**src/rtl/viterbi_decoder_param.sv**
```systemverilog
// viterbi_decoder_param -- hard-decision Viterbi decoder for rate-1/2
// convolutional codes. The survivors use register exchange, and there is one ACS
// unit for each of the 2^(K-1) trellis states.
//
// Ports:
//   clk, rst_n           rising-edge clock, asynchronous active-low reset
//   in_valid             one received symbol this cycle (no backpressure)
//   sof                  with in_valid: this symbol starts a new frame
//   enc_bits[1:0]        received symbol {c0,c1}
//   enc_erase[1:0]       per-bit erasure; an erased bit adds no distance
//   out_valid            single-cycle pulse, out_bit/out_metric valid
//   out_bit              oldest survivor bit of the best state
//   out_metric           normalised metric of that best state

// Per-state add-compare-select. State ST takes its two predecessors
// {ST[K-3:0], x}. The predecessor metrics and survivors come from the top level.
module viterbi_acs #(
  parameter int             K        = 3,
  parameter logic [K-1:0]   G0       = 3'b111,
  parameter logic [K-1:0]   G1       = 3'b101,
  parameter int             TB_DEPTH = 15,
  parameter int             METRIC_W = 6,
  parameter int             ST       = 0
) (
  input  logic [1:0]          enc_bits,
  input  logic [1:0]          enc_erase,
  input  logic [METRIC_W-1:0] pm0,
  input  logic [METRIC_W-1:0] pm1,
  input  logic [TB_DEPTH-1:0] sv0,
  input  logic [TB_DEPTH-1:0] sv1,
  output logic [METRIC_W:0]   cand,
  output logic [TB_DEPTH-1:0] sv_new
);
  localparam logic [K-2:0] S = (K-1)'(ST);

  // Hamming distance between the received symbol and the branch output of
  // the encoder register sr = {u, s}. Erased bits are skipped.
  function automatic logic [1:0] bm(input logic [K-1:0] sr,
                                    input logic [1:0] b, input logic [1:0] e);
    logic d0, d1;
    d0 = ((^(sr & G0)) != b[1]) && !e[1];
    d1 = ((^(sr & G1)) != b[0]) && !e[0];
    return {1'b0, d0} + {1'b0, d1};
  endfunction

  logic [METRIC_W:0] c0, c1;
  logic              u;

  assign u = S[K-2];

  // The candidates carry one extra bit so that the compare cannot alias.
  // A tie keeps predecessor x=0.
  always_comb begin
    c0 = {1'b0, pm0} + (METRIC_W+1)'(bm({S, 1'b0}, enc_bits, enc_erase));
    c1 = {1'b0, pm1} + (METRIC_W+1)'(bm({S, 1'b1}, enc_bits, enc_erase));
    if (c1 < c0) begin
      cand   = c1;
      sv_new = {sv1[TB_DEPTH-2:0], u};
    end else begin
      cand   = c0;
      sv_new = {sv0[TB_DEPTH-2:0], u};
    end
  end
endmodule

module viterbi_decoder_param #(
  parameter int             K        = 3,
  parameter logic [K-1:0]   G0       = 3'b111,
  parameter logic [K-1:0]   G1       = 3'b101,
  parameter int             TB_DEPTH = 15,
  parameter int             METRIC_W = 6
) (
  input  logic                clk,
  input  logic                rst_n,
  input  logic                in_valid,
  input  logic                sof,
  input  logic [1:0]          enc_bits,
  input  logic [1:0]          enc_erase,
  output logic                out_valid,
  output logic                out_bit,
  output logic [METRIC_W-1:0] out_metric
);
  localparam int                 NS   = 1 << (K-1);
  localparam int                 CW   = $clog2(TB_DEPTH);
  localparam logic [CW-1:0]      LAST = CW'(TB_DEPTH-1);
  localparam logic [METRIC_W-1:0] HALF = {1'b1, {(METRIC_W-1){1'b0}}};

  logic [NS-1:0][METRIC_W-1:0] pm, base_pm, nm;
  logic [NS-1:0][TB_DEPTH-1:0] sv, base_sv, nsv;
  logic [NS-1:0][METRIC_W:0]   cand;
  logic [CW-1:0]               cnt, idx;
  logic                        all_hi, best_bit;
  logic [METRIC_W-1:0]         best_m;

  // A start-of-frame symbol runs ACS from the reset trellis state, so the
  // stored state of the old frame never feeds into the new frame.
  always_comb begin
    for (int i = 0; i < NS; i++) begin
      base_pm[i] = sof ? ((i == 0) ? '0 : HALF) : pm[i];
      base_sv[i] = sof ? '0 : sv[i];
    end
  end

  for (genvar n = 0; n < NS; n++) begin : g_acs
    localparam int P0 = (2*n) % NS;
    viterbi_acs #(
      .K(K), .G0(G0), .G1(G1), .TB_DEPTH(TB_DEPTH), .METRIC_W(METRIC_W), .ST(n)
    ) u_acs (
      .enc_bits (enc_bits),
      .enc_erase(enc_erase),
      .pm0      (base_pm[P0]),
      .pm1      (base_pm[P0+1]),
      .sv0      (base_sv[P0]),
      .sv1      (base_sv[P0+1]),
      .cand     (cand[n]),
      .sv_new   (nsv[n])
    );
  end

  // Normalisation happens when every new metric has reached the top half.
  // The spread between metrics stays bounded, so removing HALF keeps every
  // metric in range. The best state is the lowest index with the smallest
  // metric; the strict '<' keeps the lowest index on a tie.
  always_comb begin
    all_hi = 1'b1;
    for (int i = 0; i < NS; i++)
      if (cand[i] < {1'b0, HALF}) all_hi = 1'b0;
    for (int i = 0; i < NS; i++)
      nm[i] = all_hi ? METRIC_W'(cand[i] - {1'b0, HALF}) : cand[i][METRIC_W-1:0];
    best_m   = nm[0];
    best_bit = nsv[0][TB_DEPTH-1];
    for (int i = 1; i < NS; i++)
      if (nm[i] < best_m) begin
        best_m   = nm[i];
        best_bit = nsv[i][TB_DEPTH-1];
      end
  end

  // cnt is the index of the next symbol and saturates at TB_DEPTH-1. Once
  // the survivors are full, every accepted symbol releases one decision.
  assign idx = sof ? '0 : cnt;

  always_ff @(posedge clk or negedge rst_n) begin
    if (!rst_n) begin
      for (int i = 0; i < NS; i++) pm[i] <= (i == 0) ? '0 : HALF;
      sv         <= '0;
      cnt        <= '0;
      out_valid  <= 1'b0;
      out_bit    <= 1'b0;
      out_metric <= '0;
    end else begin
      out_valid <= 1'b0;
      if (in_valid) begin
        pm  <= nm;
        sv  <= nsv;
        cnt <= (idx == LAST) ? LAST : idx + CW'(1);
        if (idx == LAST) begin
          out_valid  <= 1'b1;
          out_bit    <= best_bit;
          out_metric <= best_m;
        end
      end
    end
  end
endmodule

```
**config.mk**
```make
export PLATFORM = sky130hd
export DESIGN_NAME = viterbi_decoder_param
export DESIGN_NICKNAME = d
export VERILOG_FILES = /design/src/rtl/viterbi_decoder_param.sv
export SDC_FILE = /design/constraint.sdc
export NUM_CORES = 1
export LEC_CHECK = 0
export CAP_MARGIN = 5
export CORE_MARGIN = 2
export CORE_UTILIZATION = 28
export DETAILED_ROUTE_END_ITERATION = 12
export DONT_BUFFER_PORTS = 1
export SYNTH_ARGS = -nofsm -noshare
export SYNTH_HDL_FRONTEND = slang
export SYNTH_SLANG_ARGS = --single-unit
```
**constraint.sdc**
```tcl
create_clock -name clk -period 10.9 [get_ports clk]
set_input_delay 2.725 -clock clk [delete_from_list [all_inputs] [get_ports clk]]
set_output_delay 2.725 -clock clk [all_outputs]
set_load 0.03 [all_outputs]
```
======== Yosys cells after proc, flatten, opt, wreduce, memory -nomap -nowiden ========
Index checks and enable logic that the tools add are counted.
cells by class
  add/subtract/negate cells ............... 17
  multipliers ............................. 0
  divide/modulo/power cells ............... 0
  $lt $le $gt $ge ......................... 11
  eq/ne operators ......................... 1
  shifts and indexed selects .............. 0
  muxes and demuxes ....................... 34
  bitwise gates (word level) .............. 2
  reductions and logical operators ........ 7
operator list
  kind                                                                          number
  6-bit two-way mux                                                             11
  15-bit two-way mux                                                            4
  6-bit by 2-bit adder with 7-bit output                                        8
  14-bit two-way mux                                                            4
  7-bit by 6-bit less-than comparator with 1-bit output, second input constant  4
  7-bit less-than comparator                                                    4
  7-bit two-way mux                                                             4
  6-bit subtractor, second input constant                                       4
  6-bit less-than comparator                                                    3
  1-bit two-way mux                                                             9
  1-bit by 1-bit adder with 2-bit output                                        4
  4-bit two-way mux                                                             2
  4-bit by 1-bit adder with 4-bit output, second input constant                 1
  4-bit equality test, second input constant                                    1
  1-bit logical AND                                                             4
  1-bit zero test                                                               2
  1-bit inverter                                                                2
  2-bit AND reduction                                                           1
storage, ports and cells
  register bits after elaboration ......... 92
  bits in latches ......................... 0
  bits in writable memories ............... 0
  ROM bits ................................ 0
  bits of input ports ..................... 8
  output and inout bits ................... 8
  word-level logic and storage cells ...... 84
  memories kept ........................... 0

======== Logic depth before layout (Yosys ltp) ========
Gate-level depths: netlist of run 1.
  word-level depth ........................ 18
  mapped depth ............................ 42
  mapped depth without buffers ............ 39

======== Modules after synthesis ========
From an unflattened synthesis of run 1, not the netlist that was laid out.
unflattened totals
  cells, all modules ...................... 764
  area total of the unflattened synthesis .. 7,896.3 µm²
by module, submodules not included
  module                 instances  cells an instance  area an instance (µm²)  sequential area each (µm²)
  viterbi_decoder_param  1          448                5,083.6                 2,406.1
  viterbi_acs            4          79                 703.2                   0.0

======== Least setup slack after synthesis of run 1 ========
Ideal clock, no wire load.
  kind .................................... input to register
  start point ............................. in sof
  end point ............................... reg out_metric[0]
  setup time .............................. 0.064 ns
  arrival time ............................ 10.505 ns
  required time ........................... 10.836 ns
  setup slack ............................. 0.331 ns
  stages .................................. 41
  path buffers ............................ 4
  path through ............................ clkbuf_1 > clkbuf_1 > clkbuf_1 > nor2b_1 > ha_1 > inv_1 > fa_1 > or3_1 > a21oi_1 > inv_1 > ha_1 > or2_2 > nor2_1 > o21ai_0 > o21ai_1 > buf_2 > mux2i_1 > inv_1 > [5 not listed] > nand2_1 > o21bai_1 > nand2_1 > mux2i_1 > inv_1 > ha_1 > o21a_1 > o21bai_1 > a31oi_1 > a21oi_4 > mux2i_1 > ha_1 > a21o_1 > a21o_1 > a21o_1 > or3_1 > a221oi_1 > a21o_1
RTL lines
  element               RTL line  RTL
  start, declared       76        input logic sof,
  end signal, assigned  160       out_metric <= best_m;
  end, declared         81        output logic [METRIC_W-1:0] out_metric

==> flow_summary.yaml, run 1 <==
status:
  status: "completed"
setup_path:
  required_ps: 11190
  slowest_stage: "fa_1"
  cp-start-kind: "input pin"
  crit_top_cell: "a21o_1"
  critPathMaxFanout: 7
  max_stage_delay_ps: 460
  arrival_ps: 10610
  critical-path-top-delay-family: "compound AO/OA/AOI/OAI gates"
  end_kind: "flip-flop"
  critical_path_class: "input pin to flip-flop"
  timing.critical_path.buf_inv: 5
timing:
  setup_viol: 0
  fin_crit_ps: 10310
  finalSetupTns_ps: 0
  finalWorstSetupSlack_ps: 587
  rsz0062_at_grt: "no"
  maxSlewViolCount: 0
  max_freq_mhz: 97.0
  worst_slew_pin_slew_ps: 850
  clock_skew_ps: 11.3
  hold_violations: 0
  fin_crit_sh: 0.946
  slew_headroom: 0.432
layout:
  num_antenna_cells: 0
  final_nets: 911
  fill_cells: 2608
  area.growth.synth_to_final_pct: 10.8
  drive_gt1_frac: 0.103
pwr:
  leakage_nw: 3.27
  p_sw_frac: 0.482
  p_int_mw: 1.19
  comb_power_share: 0.670
  pwr-share-seq: 0.187
  switching_power_mw: 1.11
  clkPwrFrac: 0.143
  ir_drop_mv: 0.234
  p_per_area_nw_per_um2: 298
detailed_routing:
  dr_total_vias: 5802
  post_drt_wl_per_cell_um: 15.3
  drt_iter0_markers: 403
  drc_errors: 0
  routed_wl_um: 17900
  vias_per_cell: 4.96
  final_antenna_net_count: 0
  drtPass1Iterations: 7
yosys:
  netlist_area_um2: 6970
  synth_cell_types: 73
  synth_edf_count: 0
  synth-seq-area-share: 0.309
  synth_ff_type: "dfrtp_1"
  ys_ff_latch: 86
  syn_inst: 848
  yosys_warnings: 0
  synth.avg_cell_area_um2: 8.22
  async_flop_share: 1.00
  synth_nets: 918
floorplanning:
  io_pins: 16
  die_h_um: 162
  die-area_um2: 26200
  core_um2: 24400
  start_util: 0.286
  rows: 57
  dieWidth_um: 162
clocking:
  numCtsBuffers: 9
  cts_tree: "yes"
  numClockSinks: 86
  cts.clk_slew.worst_paths_ps: 70
  clk_latency_ps: 360
  ctsHtreeMaxLevel: 3
  root_buffer: "clkbuf_16"
  clk_path_buf_depth: 2
place:
  dp_slack_ps: 243
  hpwl_um: 13300
  routabilityCongestion: 0.921
  io_buffer_count: 0
global_routing:
  grt_max_degree: 104
  grt_use_total: 0.142
  grt_pass1_wl_um: 30000
  antenna_found_initial: 0
  grt_pass1_vias: 5718
  overflow: 0
run:
  drv_cap: 0
worst_hold_path:
  hold_path_class: "flip-flop to flip-flop"
-- metal layers --
| layer | track usage | up-vias | wire length, um |
|---|---|---|---|
| met5 | 0 | - | 0 |
| met4 | 0.0426 | 0 | 362 |
| met3 | 0.0222 | 26 | 620 |
| met2 | 0.236 | 95 | 8380 |
| met1 | 0.192 | 2744 | 8540 |
| li1 | - | 2937 | - |
-- synth_stat cells (3+ instances only) --
cell type  count  area [um^2]
dfrtp_1       83         2080
nand2_1       28          105
nand2b_1       8         50.1
mux2_2        11          124
xor2_1         8         70.1
a21oi_1      110          551
nor3b_1        4         30.0
a21o_1        13         97.6
a31oi_1        4         25.0
buf_2          3         15.0
nor2_1       129          484
nor2b_1       23          144
mux2i_1       19          190
a21boi_1       3         22.5
nand3_1       17         85.1
nand4_1        4         25.0
o21ai_0       19         95.1
buf_1          5         18.8
and3_1         7         43.8
nor3_1         7         35.0
o21a_1         7         52.6
or3_1          6         37.5
a31o_2         4         35.0
nand3b_1       4         30.0
o22ai_1       49          307
fa_1           8          160
a211oi_1       3         22.5
clkbuf_1      31          116
o21ai_1        3         15.0
inv_1         94          353
dfstp_2        3         78.8
xnor2_1       25          219
mux2_4         3         45.0
ha_1          54          676
-- power groups by stage --
stage | registers, mW | logic, mW | clock network (mW)
3_5_place_dp | 0.435 | 1.52 | 0
6_report | 0.430 | 1.54 | 0.329
3_3_place_gp | 0.434 | 1.52 | 0
4_1_cts | 0.429 | 1.53 | 0.339
5_1_grt | 0.438 | 1.71 | 0.347
2_1_floorplan | 0.404 | 1.19 | 0
-- timing repair --
| action | CTS | global route |
|---|---|---|
| hold buffers | 0 | 0 |
| buffers inserted | 0 | 0 |
| gates resized for setup | 0 | 3 |
| endpoints found under the setup margin | 0 | 1 |
-- registers in the layout (all words and copies together), names as in the netlist --
| signal | cells |
|---|---|
| out_metric | 6 |
| out_bit | 1 |
| sv | 50 |
| pm | 24 |
| cnt | 4 |
| out_valid | 1 |
-- through the flow --
| step | utilization | power (mW) | instance area (um^2) | std cells | hold slack, ps |
|---|---|---|---|---|---|
| detailed placement | 0.303 | 1.96 | 7390 | 1154 | 453 |
| floorplan | - | 1.59 | 6970 | 848 | 440 |
| CTS | 0.316 | 2.30 | 7700 | 1170 | 470 |
| global placement | 0.303 | 1.95 | 7390 | 1154 | 454 |
| finish | 0.316 | 2.30 | 7720 | 1170 | 469 |
| global route | 0.316 | 2.50 | 7720 | 1170 | 525 |
-- worst register-to-register path, delay by kind of cell (launching register included) --
kind / cells / cell delay [ps]
compound gates: 16 / 3010
simple gates: 8 / 1800
fa+ha+maj: 6 / 1660
mux: 3 / 730
buf+inv: 5 / 470
flops: 1 / 340
-- worst paths after layout --
path | startpoint | endpoint | slack (ps) | cells past startpoint
worst max register to register | pm[12] | out_metric[0] | 2860 | 38
worst min register to register | sv[45] | sv[45] | 470 | 1
min in group asynchronous | rst_n | pm[0] | 2070 | 0
worst min-delay path | sv[45] | sv[45] | 470 | 1
max in group asynchronous | rst_n | pm[11] | 8600 | 0
worst max-delay path | enc_erase[0] | out_metric[0] | 590 | 39
-- cell families after synthesis --
kind of cell / count (synthesis) / share of synthesized area
AND/OR/NAND/NOR: 250 / 0.172
AO/OA/AOI/OAI: 245 / 0.225
buffers and inverters: 137 / 0.0765
flip-flops: 86 / 0.309
adder cells (fa/ha/maj): 63 / 0.122
multiplexers: 34 / 0.0535
XOR/XNOR: 33 / 0.0415
-- cell type report --
| cell class | count | area, um^2 | share of cell area |
|---|---|---|---|
| Multi-Input combinational cell | 625 | 4310 | 0.558 |
| Tap cell | 324 | 405 | 0.0525 |
| Timing Repair Buffer | 24 | 180 | 0.0234 |
| Sequential cell | 86 | 2160 | 0.279 |
| Clock buffer | 9 | 225 | 0.0292 |
| Clock inverter | 7 | 86.3 | 0.0112 |
| Inverter | 95 | 357 | 0.0462 |
-- layout by cell type, fill, tap and decap left out, drive strengths merged, types with 4 or more instances in the layout --
cell	instances
a21o	13
a21oi	111
a31o	4
a31oi	4
and3	7
buf	24
clkbuf	9
dfrtp	83
fa	8
ha	54
inv	99
mux2	14
mux2i	20
nand2	28
nand2b	8
nand3	17
nand3b	4
nand4	4
nor2	130
nor2b	23
nor3	7
nor3b	4
o21a	7
o21ai	24
o22ai	49
or2	4
or3	6
xnor2	25
xor2	8
(Power assumes the default switching activity.)
==> run 2: changes to the inputs <==
PLACE_DENSITY_LB_ADDON = 0.2   (was unset)
==> run 2 against run 1 <==
Utilization grew 0.22 points; highest routed layer unchanged; fmax up 0.11%; via count fell by 0.55%; clock power grew 7.3%; critical path type unchanged; non-clock buffer count up 7.
==> flow_summary.yaml, run 2 (synthesis gave the netlist of run 1 again) <==
clocking:
  clk_latency_ps: 360
  cts.clk_slew.worst_paths_ps: 70
  clk_path_buf_depth: 2
  postCtsHoldBufs: 0
  post_cts_buffers: 0
  numCtsBuffers: 9
  cts_tree: "yes"
  ctsHtreeMaxLevel: 3
  cts-resized-gates: 0
  root_buffer: "clkbuf_16"
  numClockSinks: 86
place:
  io_buffer_count: 0
  hpwl_um: 14200
  routabilityCongestion: 0.848
  dpl-instance-area_um2: 7440
layout:
  layout_commonest_cell: "nor2_1"
  final_area_um2: 7770
  final_cell_mix: "nor2_1, a21oi_1, inv_1"
  area.growth.synth_to_final_pct: 11.5
  num_antenna_cells: 0
  top_regs: "sv (50), pm (24), out_metric (6)"
  drive_gt1_frac: 0.107
  final_nets: 918
  largest_register_ffs: 50
  regMostFlops: "sv"
floorplanning:
  rows: 57
  dieWidth_um: 162
  start_util: 0.286
  io_pins: 16
  die-area_um2: 26200
  core_um2: 24400
  die_h_um: 162
detailed_routing:
  final_antenna_net_count: 0
  dr_total_vias: 5770
  drtPass1Iterations: 5
  drt_iter0_markers: 405
  wl_met2_um: 8890
  post_drt_wl_per_cell_um: 16.4
  wl_met3_um: 491
  highest_layer: "met4"
  drc_errors: 0
  vias_per_cell: 4.90
  routed_wl_um: 19300
  met1_length_um: 9360
setup_path:
  max_stage_delay_ps: 540
  critical_path_class: "input pin to flip-flop"
  cp-start-kind: "input pin"
  crit_top_cell: "a21o_1"
  critPathMaxFanout: 7
  slowest_stage: "fa_1"
  arrival_ps: 10590
  end_kind: "flip-flop"
  reg2reg_depth: 37
  required_ps: 11190
  rrSetupSlack_ps: 2970
timing:
  clock_skew_ps: 11.1
  rsz0062_at_grt: "no"
  max_freq_mhz: 97.1
  fin_crit_sh: 0.945
  hold_violations: 0
  maxSlewViolCount: 0
  finalSetupTns_ps: 0
  setup_viol: 0
  slew_headroom: 0.472
  worst_slew_pin_slew_ps: 790
  fin_crit_ps: 10300
global_routing:
  grt_pass1_wl_um: 31700
  overflow: 0
  grt_max_degree: 104
  antenna_found_initial: 0
  grt_pass1_vias: 5711
  grt_use_total: 0.154
pwr:
  switching_power_mw: 1.13
  p_total_mw: 2.38
  clkPwrFrac: 0.148
  leakage_nw: 3.31
  p_per_area_nw_per_um2: 306
  ir_drop_mv: 0.320
  pwr-share-seq: 0.182
  comb_power_share: 0.670
  p_int_mw: 1.25
  p_sw_frac: 0.475
worst_hold_path:
  hold_depth: 1
  hold_path_class: "flip-flop to flip-flop"
run:
  drv_cap: 0
status:
  status: "completed"
## run 2: path summary, 6_finish.rpt
check,startpoint,endpoint
max,enc_erase[0],out_metric[0]
min,sv[45],sv[45]
max reg2reg,pm[12],out_metric[0]
min reg2reg,sv[45],sv[45]
max in group asynchronous,rst_n,pm[11]
min in group asynchronous,rst_n,pm[6]
## run 2: critical path: cells and delay by family
family          cells  cell delay [ps]
compound gates     17             2950
buf+inv             4              430
fa+ha+maj           5             1620
mux                 3              860
simple gates        8             2000
## run 2: power by group through the flow
stage	Sequential (mW)	Combinational, mW	Clock, mW
floorplan	0.404	1.19	0
detailed placement	0.438	1.59	0
finish	0.432	1.59	0.353
global placement	0.440	1.61	0
global route	0.441	1.77	0.379
CTS	0.432	1.60	0.366
## run 2: metrics by stage
stage	hold slack, ps	util	setup slack (ps)	cells
finish	482	0.319	598	1177
floorplan	440	-	331	848
detailed placement	469	0.305	289	1161
CTS	488	0.319	623	1177
global route	513	0.319	10.3	1177
global placement	462	0.305	457	1161
## run 2: area by class of cell
class | instances | area [um^2]
fill | 2603 | 16600
multi-input combinational | 625 | 4290
sequential | 86 | 2160
tap | 324 | 405
inverter | 95 | 357
timing repair buffer | 31 | 233
clock buffer | 9 | 225
clock inverter | 7 | 103
## run 2: routing by layer
layer | vias up | GRT usage
met5 | - | 0
met4 | 0 | 0.0563
met3 | 23 | 0.0243
met2 | 69 | 0.251
met1 | 2728 | 0.209
li1 | 2950 | -
